### src/rtl/ex_mem_stage.sv
// ---------------------------------------------------------------------------
// ex_mem_stage
// Execute-to-memory pipeline stage of an RV32I core. Captures the ALU result,
// store data and control bits into a one-entry valid/ready register, resolves
// conditional branches from the ALU Z/N/C/O flags (flags come from A-B, with
// C=1 meaning A>=B unsigned), and emits a one-cycle registered redirect pulse
// for taken branches and jumps.
//
// Ports
//   clk, rst                 clock, asynchronous active-high reset
//   in_valid / in_ready      EX-side handshake (in_ready = !out_valid || out_ready)
//   alu_result, *flag        ALU result and flags
//   rs2_data, rd_addr, funct3, is_branch, is_jump, branch_target,
//   mem_read, mem_write, reg_write, mem_to_reg   instruction bundle
//   flush                    squash held entry, block acceptance this cycle
//   out_valid / out_ready    MEM-side handshake
//   out_*                    registered bundle to MEM
//   redirect, redirect_pc    one-cycle taken pulse and its target
//   bad_branch               one-cycle pulse, branch with funct3 010/011
//   branch_count, taken_count  saturating branch statistics
//
// Configuration macro: EX_MEM_BRANCH_STATS_EN enables the statistics
// counters; when undefined both counters are tied to zero.
// ---------------------------------------------------------------------------
module ex_mem_stage #(
   parameter int XLEN   = 32,
   parameter int PERF_W = 32
) (
   input  logic              clk,
   input  logic              rst,
   input  logic              in_valid,
   output logic              in_ready,
   input  logic [XLEN-1:0]   alu_result,
   input  logic              zflag,
   input  logic              nflag,
   input  logic              cflag,
   input  logic              oflag,
   input  logic [XLEN-1:0]   rs2_data,
   input  logic [4:0]        rd_addr,
   input  logic [2:0]        funct3,
   input  logic              is_branch,
   input  logic              is_jump,
   input  logic [XLEN-1:0]   branch_target,
   input  logic              mem_read,
   input  logic              mem_write,
   input  logic              reg_write,
   input  logic              mem_to_reg,
   input  logic              flush,
   output logic              out_valid,
   input  logic              out_ready,
   output logic [XLEN-1:0]   out_result,
   output logic [XLEN-1:0]   out_store_data,
   output logic [4:0]        out_rd,
   output logic [2:0]        out_funct3,
   output logic              out_mem_read,
   output logic              out_mem_write,
   output logic              out_reg_write,
   output logic              out_mem_to_reg,
   output logic              redirect,
   output logic [XLEN-1:0]   redirect_pc,
   output logic              bad_branch,
   output logic [PERF_W-1:0] branch_count,
   output logic [PERF_W-1:0] taken_count
);

   // Branch condition from SUB flags; unsupported encodings resolve not-taken.
   function automatic logic branch_cond(input logic [2:0] f3, input logic z,
                                        input logic n, input logic c, input logic o);
      logic r;
      case (f3)
         3'b000:  r = z;
         3'b001:  r = !z;
         3'b100:  r = n ^ o;
         3'b101:  r = !(n ^ o);
         3'b110:  r = !c;
         3'b111:  r = c;
         default: r = 1'b0;
      endcase
      return r;
   endfunction

   logic              out_valid_q, out_valid_d;
   logic [XLEN-1:0]   result_q, store_data_q, redirect_pc_q;
   logic [4:0]        rd_q;
   logic [2:0]        funct3_q;
   logic              mem_read_q, mem_write_q, reg_write_q, mem_to_reg_q;
   logic              redirect_q, redirect_d, bad_branch_q, bad_branch_d;
   logic              accept_s, is_cond_s, cond_true_s, taken_s, bad_f3_s;

   assign in_ready    = !out_valid_q || out_ready;
   assign accept_s    = in_valid && in_ready && !flush;
   // A jump wins over a simultaneous branch flag.
   assign is_cond_s   = is_branch && !is_jump;
   assign cond_true_s = branch_cond(funct3, zflag, nflag, cflag, oflag);
   assign taken_s     = is_jump || (is_cond_s && cond_true_s);
   assign bad_f3_s    = is_cond_s && ((funct3 == 3'b010) || (funct3 == 3'b011));
   assign redirect_d   = accept_s && taken_s;
   assign bad_branch_d = accept_s && bad_f3_s;

   // Next value of the entry-valid flag; flush overrides accept and drain.
   always_comb begin
      out_valid_d = out_valid_q;
      if (flush) begin
         out_valid_d = 1'b0;
      end else if (accept_s) begin
         out_valid_d = 1'b1;
      end else if (out_ready) begin
         out_valid_d = 1'b0;
      end else begin
         out_valid_d = out_valid_q;
      end
   end

   // Pipeline register, redirect/bad_branch pulses and redirect target.
   always_ff @(posedge clk or posedge rst) begin
      if (rst) begin
         out_valid_q   <= 1'b0;
         result_q      <= {XLEN{1'b0}};
         store_data_q  <= {XLEN{1'b0}};
         rd_q          <= 5'd0;
         funct3_q      <= 3'd0;
         mem_read_q    <= 1'b0;
         mem_write_q   <= 1'b0;
         reg_write_q   <= 1'b0;
         mem_to_reg_q  <= 1'b0;
         redirect_q    <= 1'b0;
         bad_branch_q  <= 1'b0;
         redirect_pc_q <= {XLEN{1'b0}};
      end else begin
         out_valid_q  <= out_valid_d;
         redirect_q   <= redirect_d;
         bad_branch_q <= bad_branch_d;
         if (accept_s) begin
            result_q     <= alu_result;
            store_data_q <= rs2_data;
            rd_q         <= rd_addr;
            funct3_q     <= funct3;
            // Conditional branches must not write registers or touch memory.
            mem_read_q   <= mem_read  && !is_cond_s;
            mem_write_q  <= mem_write && !is_cond_s;
            reg_write_q  <= reg_write && !is_cond_s;
            mem_to_reg_q <= mem_to_reg;
         end
         if (redirect_d) begin
            redirect_pc_q <= branch_target;
         end
      end
   end

   assign out_valid      = out_valid_q;
   assign out_result     = result_q;
   assign out_store_data = store_data_q;
   assign out_rd         = rd_q;
   assign out_funct3     = funct3_q;
   assign out_mem_read   = mem_read_q;
   assign out_mem_write  = mem_write_q;
   assign out_reg_write  = reg_write_q;
   assign out_mem_to_reg = mem_to_reg_q;
   assign redirect       = redirect_q;
   assign redirect_pc    = redirect_pc_q;
   assign bad_branch     = bad_branch_q;

`ifdef EX_MEM_BRANCH_STATS_EN
   logic [PERF_W-1:0] branch_count_q, taken_count_q;

   // Saturating statistics; jumps excluded, only rst clears them.
   always_ff @(posedge clk or posedge rst) begin
      if (rst) begin
         branch_count_q <= {PERF_W{1'b0}};
         taken_count_q  <= {PERF_W{1'b0}};
      end else if (accept_s && is_cond_s) begin
         if (branch_count_q != {PERF_W{1'b1}}) begin
            branch_count_q <= branch_count_q + {{(PERF_W-1){1'b0}}, 1'b1};
         end
         if (cond_true_s && (taken_count_q != {PERF_W{1'b1}})) begin
            taken_count_q <= taken_count_q + {{(PERF_W-1){1'b0}}, 1'b1};
         end
      end
   end

   assign branch_count = branch_count_q;
   assign taken_count  = taken_count_q;
`else
   assign branch_count = {PERF_W{1'b0}};
   assign taken_count  = {PERF_W{1'b0}};
`endif

endmodule

### config.mk
export PLATFORM = sky130hd
export DESIGN_NAME = ex_mem_stage
export DESIGN_NICKNAME = d
export VERILOG_FILES = /design/src/rtl/ex_mem_stage.sv
export SDC_FILE = /design/constraint.sdc
export NUM_CORES = 1
export LEC_CHECK = 0
export ABC_AREA = 0
export CAP_MARGIN = 20
export CORE_MARGIN = 5
export CORE_UTILIZATION = 45
export DETAILED_ROUTE_END_ITERATION = 12
export GPL_TIMING_DRIVEN = 1
export PLACE_DENSITY = 0.95
export SLEW_MARGIN = 25
export SYNTH_ARGS = -nofsm -noshare
export SYNTH_HDL_FRONTEND = slang
export SYNTH_SLANG_ARGS = --single-unit
export TNS_END_PERCENT = 100
### constraint.sdc
create_clock -name clk -period 6.8 [get_ports clk]
set_input_delay 2.04 -clock clk [delete_from_list [all_inputs] [get_ports clk]]
set_output_delay 2.04 -clock clk [all_outputs]
set_load 0.01 [all_outputs]
==> results.md, run 1 <==
- CP endpoint: in_ready
- WL/cell: 17.6 µm
- Crit-path max FO: 2
- Clock skew: 0.00869 ns
- Most common cell after layout, fill and taps aside: nand2_1
- Share of cells above drive strength 1: 7.81%
- Hold slack: 0.471 ns
- Die width: 127 µm
- Synth warnings: 0
- 1st-pass router iterations: 5
- CP Launch Point: out_ready
- WL final: 19,100 µm
- Iter 0 DRT Violations: 536
- Hold Vio Cnt, Final: 0
- Arr. time, crit path: 3.16 ns
- Crit start category: input port
- CTS tree: built
- Leakage power: 3.64 nW
- Pin count of the biggest net entering global routing: 79
- Post-CTS resize count: 0
- R2R Setup Slk: 4.46 ns
- Overall power: 2.03 mW
- Post-route minimum period: 5.20 ns
- Final setup viols: 0
- # hold bufs at CTS: 0
- Placed cell area: 8300 µm²
- Final period util: 76.5%
- Final max-slew violation count: 0
- Initial Utilization: 46.3%
- DR DRC count: 0
- Max stage delay on crit path: 0.53 ns
- Area leader, netlist: dfrtp_1
- HP Class: flip-flop to flip-flop
- Crit Reg-Reg Endpoint: redirect_pc[1]
- CTS max path bufs: 2
- Cell mode on critical path: clkdlybuf4s50_1
- R2R cell count: 6
- WS Path Type: input port to primary output
- CTS Root Buffer Type: clkbuf_16
- Post-synth top area share: 44.8%
- Mapped cell area: 6200 µm²
- First-pass GRT wire length: 29,400 µm
- Peak supply drop: 0.119 mV
- H-tree Lvls: 3
- Post-Synthesis Cells: 711
- Ant diodes: 0
- Largest cells by area after synthesis: dfrtp_1 (45%), nand2_1 (15%), a221oi_2 (7.7%)
- RSZ-0062 raised after global routing: no
- Setup_tns: 0 ns
- Final instance area: 8590 µm²
- Die Ht: 127 µm
- Crit path capture type: primary output
- R2R Path Start: out_valid
- Post-synthesis register bit count: 111
- PD cells: 237 nW/µm²
- Number of antenna violations at the first check in global routing: 0
- Max cap viols: 0
- # fillers: 1,092
- FMAX: 192 MHz
- Vias in the first global route: 5,582
- Netlist cell types: 30
- Crit-path leading delay family: buffers and inverters
- Fraction of the yosys area taken by sequential cells: 44.8%
- Clk_lat worst skew: 0.35 ns
- Buf/Inv on CP: 3
- DR vias: 5,753
- Setup Buffers After CTS: 0
- Worst-path clk slew: 0.08 ns
- CTS Buf Count: 9
- Area Growth Syn to Fin: 38.5%
- Worst path depth: 4
- Hold path startpoint: out_mem_read
- Post-Syn Area per Cell: 8.72 µm²
- Slew HR: 41.0%
- Most frequent cells in the layout: nand2_1 (253), clkdlybuf4s50_1 (229), dfrtp_1 (111)
- Fin nets: 1,023
- Hpwl dp: 13,600 µm
- CTS Sinks: 111
- Core area: 13,400 µm²
- Port bufs: 230
- # rows: 42
- Overflow after GRT: 0
- Antenna viol nets, final: 0
- Die area: 16,200 µm²
- Placer Congestion: 0.805
- IO Pins: 295
- Slowest CP cell: clkdlybuf4s50_1
- Via density: 5.30
- Total track usage: 22.4%
- Critical Path, Cell by Cell: clkdlybuf4s50_1 > nor2b_2 > inv_2 > clkdlybuf4s50_1
- Slew @ Worst Pin: 0.885 ns
- Req. time, crit path: 4.76 ns
- Status: finished clean
-- where the power goes --
| group | internal [mW] | leakage (nW) | switching, mW |
|---|---|---|---|
| Clock | 0.258 | 0.142 | 0.262 |
| Sequential | 0.766 | 1.32 | 0.0764 |
| Combinational | 0.356 | 2.18 | 0.315 |
| Total | 1.38 | 3.64 | 0.653 |
-- kinds of logic after synthesis --
kind of cell,count (synthesis),share of synthesized area (%)
AO/OA/AOI/OAI,107,16.9
XOR/XNOR,2,0.283
buffers and inverters,128,12.9
flip-flops,111,44.8
other,1,0.0605
AND/OR/NAND/NOR,362,25.1
-- metal layers --
metal | global-route usage (%) | vias to the layer above | part of all wire [%]
met5 | 0 | - | 0
met4 | 7.57 | 0 | 2.1
met3 | 5.01 | 26 | 10
met2 | 37.2 | 328 | 50
met1 | 29.0 | 2735 | 38
li1 | - | 2664 | -
-- Yosys cell counts --
library cell  instances
nand2_1             253
dfrtp_1             111
buf_4                64
o211ai_1             64
nand3_1              35
nor2b_1              35
a221oi_2             32
nor3_1               32
buf_2                31
clkbuf_1             19
buf_6                 5
inv_1                 4
buf_1                 3
o21ai_0               3
inv_2                 2
nor2_1                2
o211a_1               2
xor2_1                2
a211oi_1              1
a211oi_2              1
a21oi_1               1
a22o_2                1
a22oi_2               1
conb_1                1
nand2b_1              1
nand2b_4              1
nor2_2                1
nor3_2                1
nor4_1                1
o31ai_1               1
-- stage by stage --
stage	cells	utilization, %	setup WS [ns]
finish	1085	64.1	1.60
CTS	1085	64.1	1.59
floorplan	774	-	1.83
global placement	1069	61.9	1.59
global route	1085	64.1	1.56
detailed placement	1069	61.9	1.59
-- layout make-up --
type,instances,area (µm²),share of cell area [%]
multi-input cells,535,2880,33.6
flip-flops and latches,111,2780,32.3
repair buffers,241,2390,27.9
clock buffers,9,225,2.62
well taps,176,220,2.56
clock inverters,7,63.8,0.743
inverters,6,25.0,0.291
-- worst reg2reg max path: cells and delay by family, from the launching register on --
kind	cells	cell delay, ns
AO/OA/AOI/OAI	1	0.19
flip-flops	1	0.38
AND/OR/NAND/NOR	3	1.05
buffers and inverters	2	0.64
-- worst min-delay path by stage --
stage / to / slack, ns / depth (start not counted)
floorplan: out_mem_read / 0.50 / 2
global placement: out_mem_read / 0.45 / 2
detailed placement: out_mem_read / 0.45 / 2
CTS: out_mem_read / 0.47 / 2
global route: out_reg_write / 0.49 / 2
finish: out_mem_read / 0.47 / 2
(Power assumes the default switching activity.)
==> run 2, diff against run 1 <==
CORE_UTILIZATION = 38   (was 45)
PLACE_DENSITY = 0.86   (was 0.95)
clock period = 4.3 ns   (was 6.8 ns; I/O delays follow)
==> run 2 against run 1 <==
Core utilization shrank 9.6 points. Via count down 2.4%. Die area increased by 17%. Count of clock-buffer cells in the layout increased by 1. Global-route usage fell by 3.7 points. Clock power grew 57%. Worst setup slack worse by 1.0 ns. Clock skew increased by 0.0018 ns. Non-clock buffer count up 3. Critical path depth is the same. Register-to-register slack lost 2.2 ns. Largest power group unchanged.
==> results.md, run 2 (same netlist as run 1, synthesis figures left out) <==
- Status: finished clean
- Hold slack: 0.475 ns
- H-tree Lvls: 3
- Ant diodes: 0
- Post-CTS resize count: 0
- Vias in the first global route: 5,416
- Share of cells above drive strength 1: 8.00%
- Sequential cell area: 2780 µm²
- Die area: 19,000 µm²
- Hpwl dp: 12,900 µm
- Crit path capture type: primary output
- HP Class: flip-flop to flip-flop
- Iter 0 DRT Violations: 268
- Arr. time, crit path: 2.45 ns
- Setup_tns: 0 ns
- WL/cell: 16.8 µm
- Antenna viol nets, final: 0
- Core area: 15,900 µm²
- Pin count of the biggest net entering global routing: 66
- DR vias: 5,614
- Final max-slew violation count: 0
- Most frequent cells in the layout: nand2_1 (253), clkdlybuf4s50_1 (229), dfrtp_1 (111)
- Via density: 4.98
- WL final: 19,000 µm
- CTS Root Buffer Type: clkbuf_16
- CTS tree: built
- Clock skew: 0.0105 ns
- Worst-path clk slew: 0.08 ns
- CTS max path bufs: 2
- Overflow after GRT: 0
- Final setup viols: 0
- RSZ-0062 raised after global routing: no
- # hold bufs at CTS: 0
- First-pass GRT wire length: 28,400 µm
- Placer Congestion: 0.776
- Number of antenna violations at the first check in global routing: 0
- Post-route minimum period: 3.74 ns
- Port bufs: 230
- # fillers: 1,422
- CTS Buf Count: 9
- IO Pins: 295
- # rows: 46
- Max cap viols: 0
- Req. time, crit path: 3.01 ns
- Crit start category: input port
- Slew @ Worst Pin: 0.753 ns
- Hold Vio Cnt, Final: 0
- 1st-pass router iterations: 5
- DR DRC count: 0
- WS Path Type: input port to primary output
- FMAX: 268 MHz
- Setup Buffers After CTS: 0
- Clk_lat worst skew: 0.34 ns
- Die Ht: 138 µm
- Leakage power: 3.67 nW
- Fin nets: 1,026
- Final period util: 86.9%
- Most common cell after layout, fill and taps aside: nand2_1
- Area occupied by multi-input gates: 2890 µm²
- PD cells: 369 nW/µm²
- Die width: 138 µm
- Total track usage: 18.8%
- Crit-path max FO: 2
- Initial Utilization: 38.9%
- CTS Sinks: 111
- Peak supply drop: 0.186 mV
- Area Growth Syn to Fin: 40.1%
- Slew HR: 49.8%
run 2: worst paths after layout:
kind / to / cells after the start / slack [ns] / from
max: in_ready / 4 / 0.56 / out_ready
min: out_store_data[2] / 2 / 0.47 / out_store_data[2]
max reg2reg: redirect_pc[9] / 6 / 2.23 / out_valid
min reg2reg: out_store_data[2] / 2 / 0.47 / out_store_data[2]
max in group asynchronous: out_result[16] / 3 / 2.12 / rst
min in group asynchronous: out_result[0] / 2 / 1.41 / rst
run 2: worst max-delay path, cell delays in order:
cell and delay (ns):
clkdlybuf4s50_1 0.50, nor2b_4 0.05, inv_2 0.07, clkdlybuf4s50_1 0.53
run 2: layout make-up:
cell class              count  share of cell area (%)
multi-input cells         535                    33.3
flip-flops and latches    111                    32.0
repair buffers            244                    28.1
well taps                 216                    3.11
clock buffers              10                    2.64
clock inverters             6                   0.634
inverters                   6                   0.288
run 2: where the power goes:
| part | switching [mW] | internal, mW | leakage, nW |
|---|---|---|---|
| clock network | 0.412 | 0.405 | 0.139 |
| registers | 0.115 | 1.21 | 1.32 |
| logic | 0.497 | 0.568 | 2.22 |
| total | 1.02 | 2.18 | 3.67 |
run 2: per-stage QoR:
| stage | cell area [µm²] | std cells | util [%] | setup slack [ns] | total power [mW] |
|---|---|---|---|---|---|
| 4_1_cts | 8690 | 1128 | 54.5 | 0.553 | 3.24 |
| 5_1_grt | 8690 | 1128 | 54.5 | 0.531 | 3.37 |
| 3_3_place_gp | 8400 | 1112 | 52.7 | 0.557 | 2.39 |
| 2_1_floorplan | 6440 | 774 | - | 0.0793 | 1.88 |
| 6_report | 8690 | 1128 | 54.5 | 0.563 | 3.21 |
| 3_5_place_dp | 8400 | 1112 | 52.7 | 0.561 | 2.42 |
run 2: metal layers:
| metal | wire (µm) | track usage, % |
|---|---|---|
| met1 | 7700 | 23.3 |
| met5 | 0 | 0 |
| met4 | 262 | 5.38 |
| met3 | 1830 | 4.71 |
| met2 | 9200 | 32.3 |
==> run 3, diff against run 2 <==
CORE_MARGIN = default   (was 5)
RECOVER_POWER = 50   (was default)
TNS_END_PERCENT = 1   (was 100)
==> run 3 against run 2 <==
The run now ends with max-capacitance violations, max-slew violations left. Clock power is 6.5% higher. Combinational power hardly changed. Final cell count is 0.35% higher. Wire length is 4.1% lower. Count of clock-buffer cells in the layout stayed put. Non-clock buffer count is 4 higher. Critical path depth stayed put. Register-to-register slack worse by 0.65 ns. Global-route usage is 2.4 points higher. Design area is 0.48% higher. Fmax is 1.4% lower. Critical path type unchanged. Largest power group unchanged.
==> results.md, run 3 (same netlist as run 1, synthesis figures left out) <==
- Placer Congestion: 0.740
- Die Ht: 130 µm
- CTS Root Buffer Type: clkbuf_16
- Port bufs: 230
- R2R cell count: 6
- Req. time, crit path: 3.01 ns
- Hold path startpoint: out_store_data[1]
- Final instance area: 8730 µm²
- CTS Buf Count: 9
- Number of antenna violations at the first check in global routing: 0
- Max cap viols: 2
- Share of cells above drive strength 1: 8.30%
- Placed cells: 1,116
- Pin count of the biggest net entering global routing: 78
- Non-filler cells, final: 1,132
- Most common cell after layout, fill and taps aside: nand2_1
- Routed length on met3: 1360 µm
- Overflow after GRT: 0
- Placed cell area: 8430 µm²
- Core area: 15,900 µm²
- CTS Sinks: 111
- Crit-path max FO: 2
- Failing checks: max-capacitance violations, max-slew violations
- Area Growth Syn to Fin: 40.8%
- Crit path capture type: primary output
- WS Path Type: input port to primary output
- PD cells: 370 nW/µm²
- Clock skew: 0.00786 ns
- Via density: 5.01
- Initial Utilization: 39.0%
- Hold Vio Cnt, Final: 0
- Hold depth: 2
- # rows: 46
- DR DRC count: 0
- Final period util: 88.2%
- Clk_lat worst skew: 0.35 ns
- RSZ-0062 raised after global routing: no
- DR vias: 5,675
- Most frequent cells in the layout: nand2_1 (253), clkdlybuf4s50_1 (172), dfrtp_1 (111)
- Die area: 16,800 µm²
- Total track usage: 21.2%
- Final setup viols: 0
- HP Class: flip-flop to flip-flop
- WL final: 18,200 µm
- Setup_tns: 0 ns
- Worst-path clk slew: 0.07 ns
- Crit start category: input port
- Post-CTS resize count: 0
- Final max-slew violation count: 93
- Setup Buffers After CTS: 0
- Die width: 130 µm
- CTS tree: built
- # hold bufs at CTS: 0
- CP Launch Point: out_ready
- Ant diodes: 0
- WL/cell: 16.1 µm
- Vias in the first global route: 5,315
- Slew @ Worst Pin: 2.28 ns
- CTS max path bufs: 2
- IO Pins: 295
- DR top layer: met4
- 1st-pass router iterations: 4
- # fillers: 1,420
- Antenna viol nets, final: 0
- Slew HR: -52.4%
- R2R Path Start: out_valid
- Fin nets: 1,030
- FMAX: 264 MHz
- First-pass GRT wire length: 27,700 µm
- Leakage power: 3.77 nW
- Iter 0 DRT Violations: 251
- Peak supply drop: 0.182 mV
- H-tree Lvls: 3
- Arr. time, crit path: 2.50 ns
- Met2 WL: 8930 µm
- M1 WL: 7730 µm
- Post-route minimum period: 3.79 ns
- Hpwl dp: 12,300 µm
- Status: finished with violations
## run 3: cell count changes in the layout (fill, tap and decap cells not counted), moves of 3 or more
cell and change:
clkdlybuf4s50_1 -57, clkinv_4 -3, dlygate4sd3_1 +56, buf_4 +4
## run 3: worst paths after layout
check	to	slack, ns
worst max-delay path	in_ready	0.51
worst min-delay path	out_store_data[1]	0.47
worst max register to register	redirect_pc[18]	1.58
worst min register to register	out_store_data[1]	0.47
max in group asynchronous	redirect_pc[7]	0.83
min in group asynchronous	out_store_data[24]	2.16
## run 3: metrics by stage
stage | power [mW] | setup slack, ns | util, % | hold slack, ns
6_report | 3.23 | 0.509 | 55.0 | 0.468
5_1_grt | 3.40 | 0.301 | 55.0 | 0.488
2_1_floorplan | 1.88 | 0.0793 | - | 0.505
4_1_cts | 3.30 | 0.491 | 55.0 | 0.479
3_5_place_dp | 2.41 | 0.508 | 53.1 | 0.461
3_3_place_gp | 2.38 | 0.497 | 53.1 | 0.451
## run 3: power breakdown
part / leakage [nW] / internal, mW / switching [mW] / total (mW)
Sequential: 1.32 / 1.21 / 0.114 / 1.33
Clock: 0.146 / 0.462 / 0.408 / 0.870
Combinational: 2.31 / 0.543 / 0.492 / 1.04
Total: 3.77 / 2.22 / 1.01 / 3.23
## run 3: final cells by class
type	instances	area [µm²]	area share (%)
sequential	111	2780	31.8
tap	216	270	3.10
multi-input combinational	535	2890	33.1
clock buffer	10	229	2.62
timing repair buffer	248	2460	28.2
clock inverter	6	75.1	0.860
inverter	6	22.5	0.258
## run 3: critical path, stage by stage
cell and delay [ns]:
clkdlybuf4s50_1 0.50, nor2b_4 0.06, inv_2 0.08, clkdlybuf4s50_1 0.57
## run 3: per-layer routing
layer / GRT usage [%] / up-vias
met5: 0 / -
met3: 4.43 / 15
li1: - / 2689
met4: 6.84 / 0
met1: 26.3 / 2732
met2: 36.7 / 239
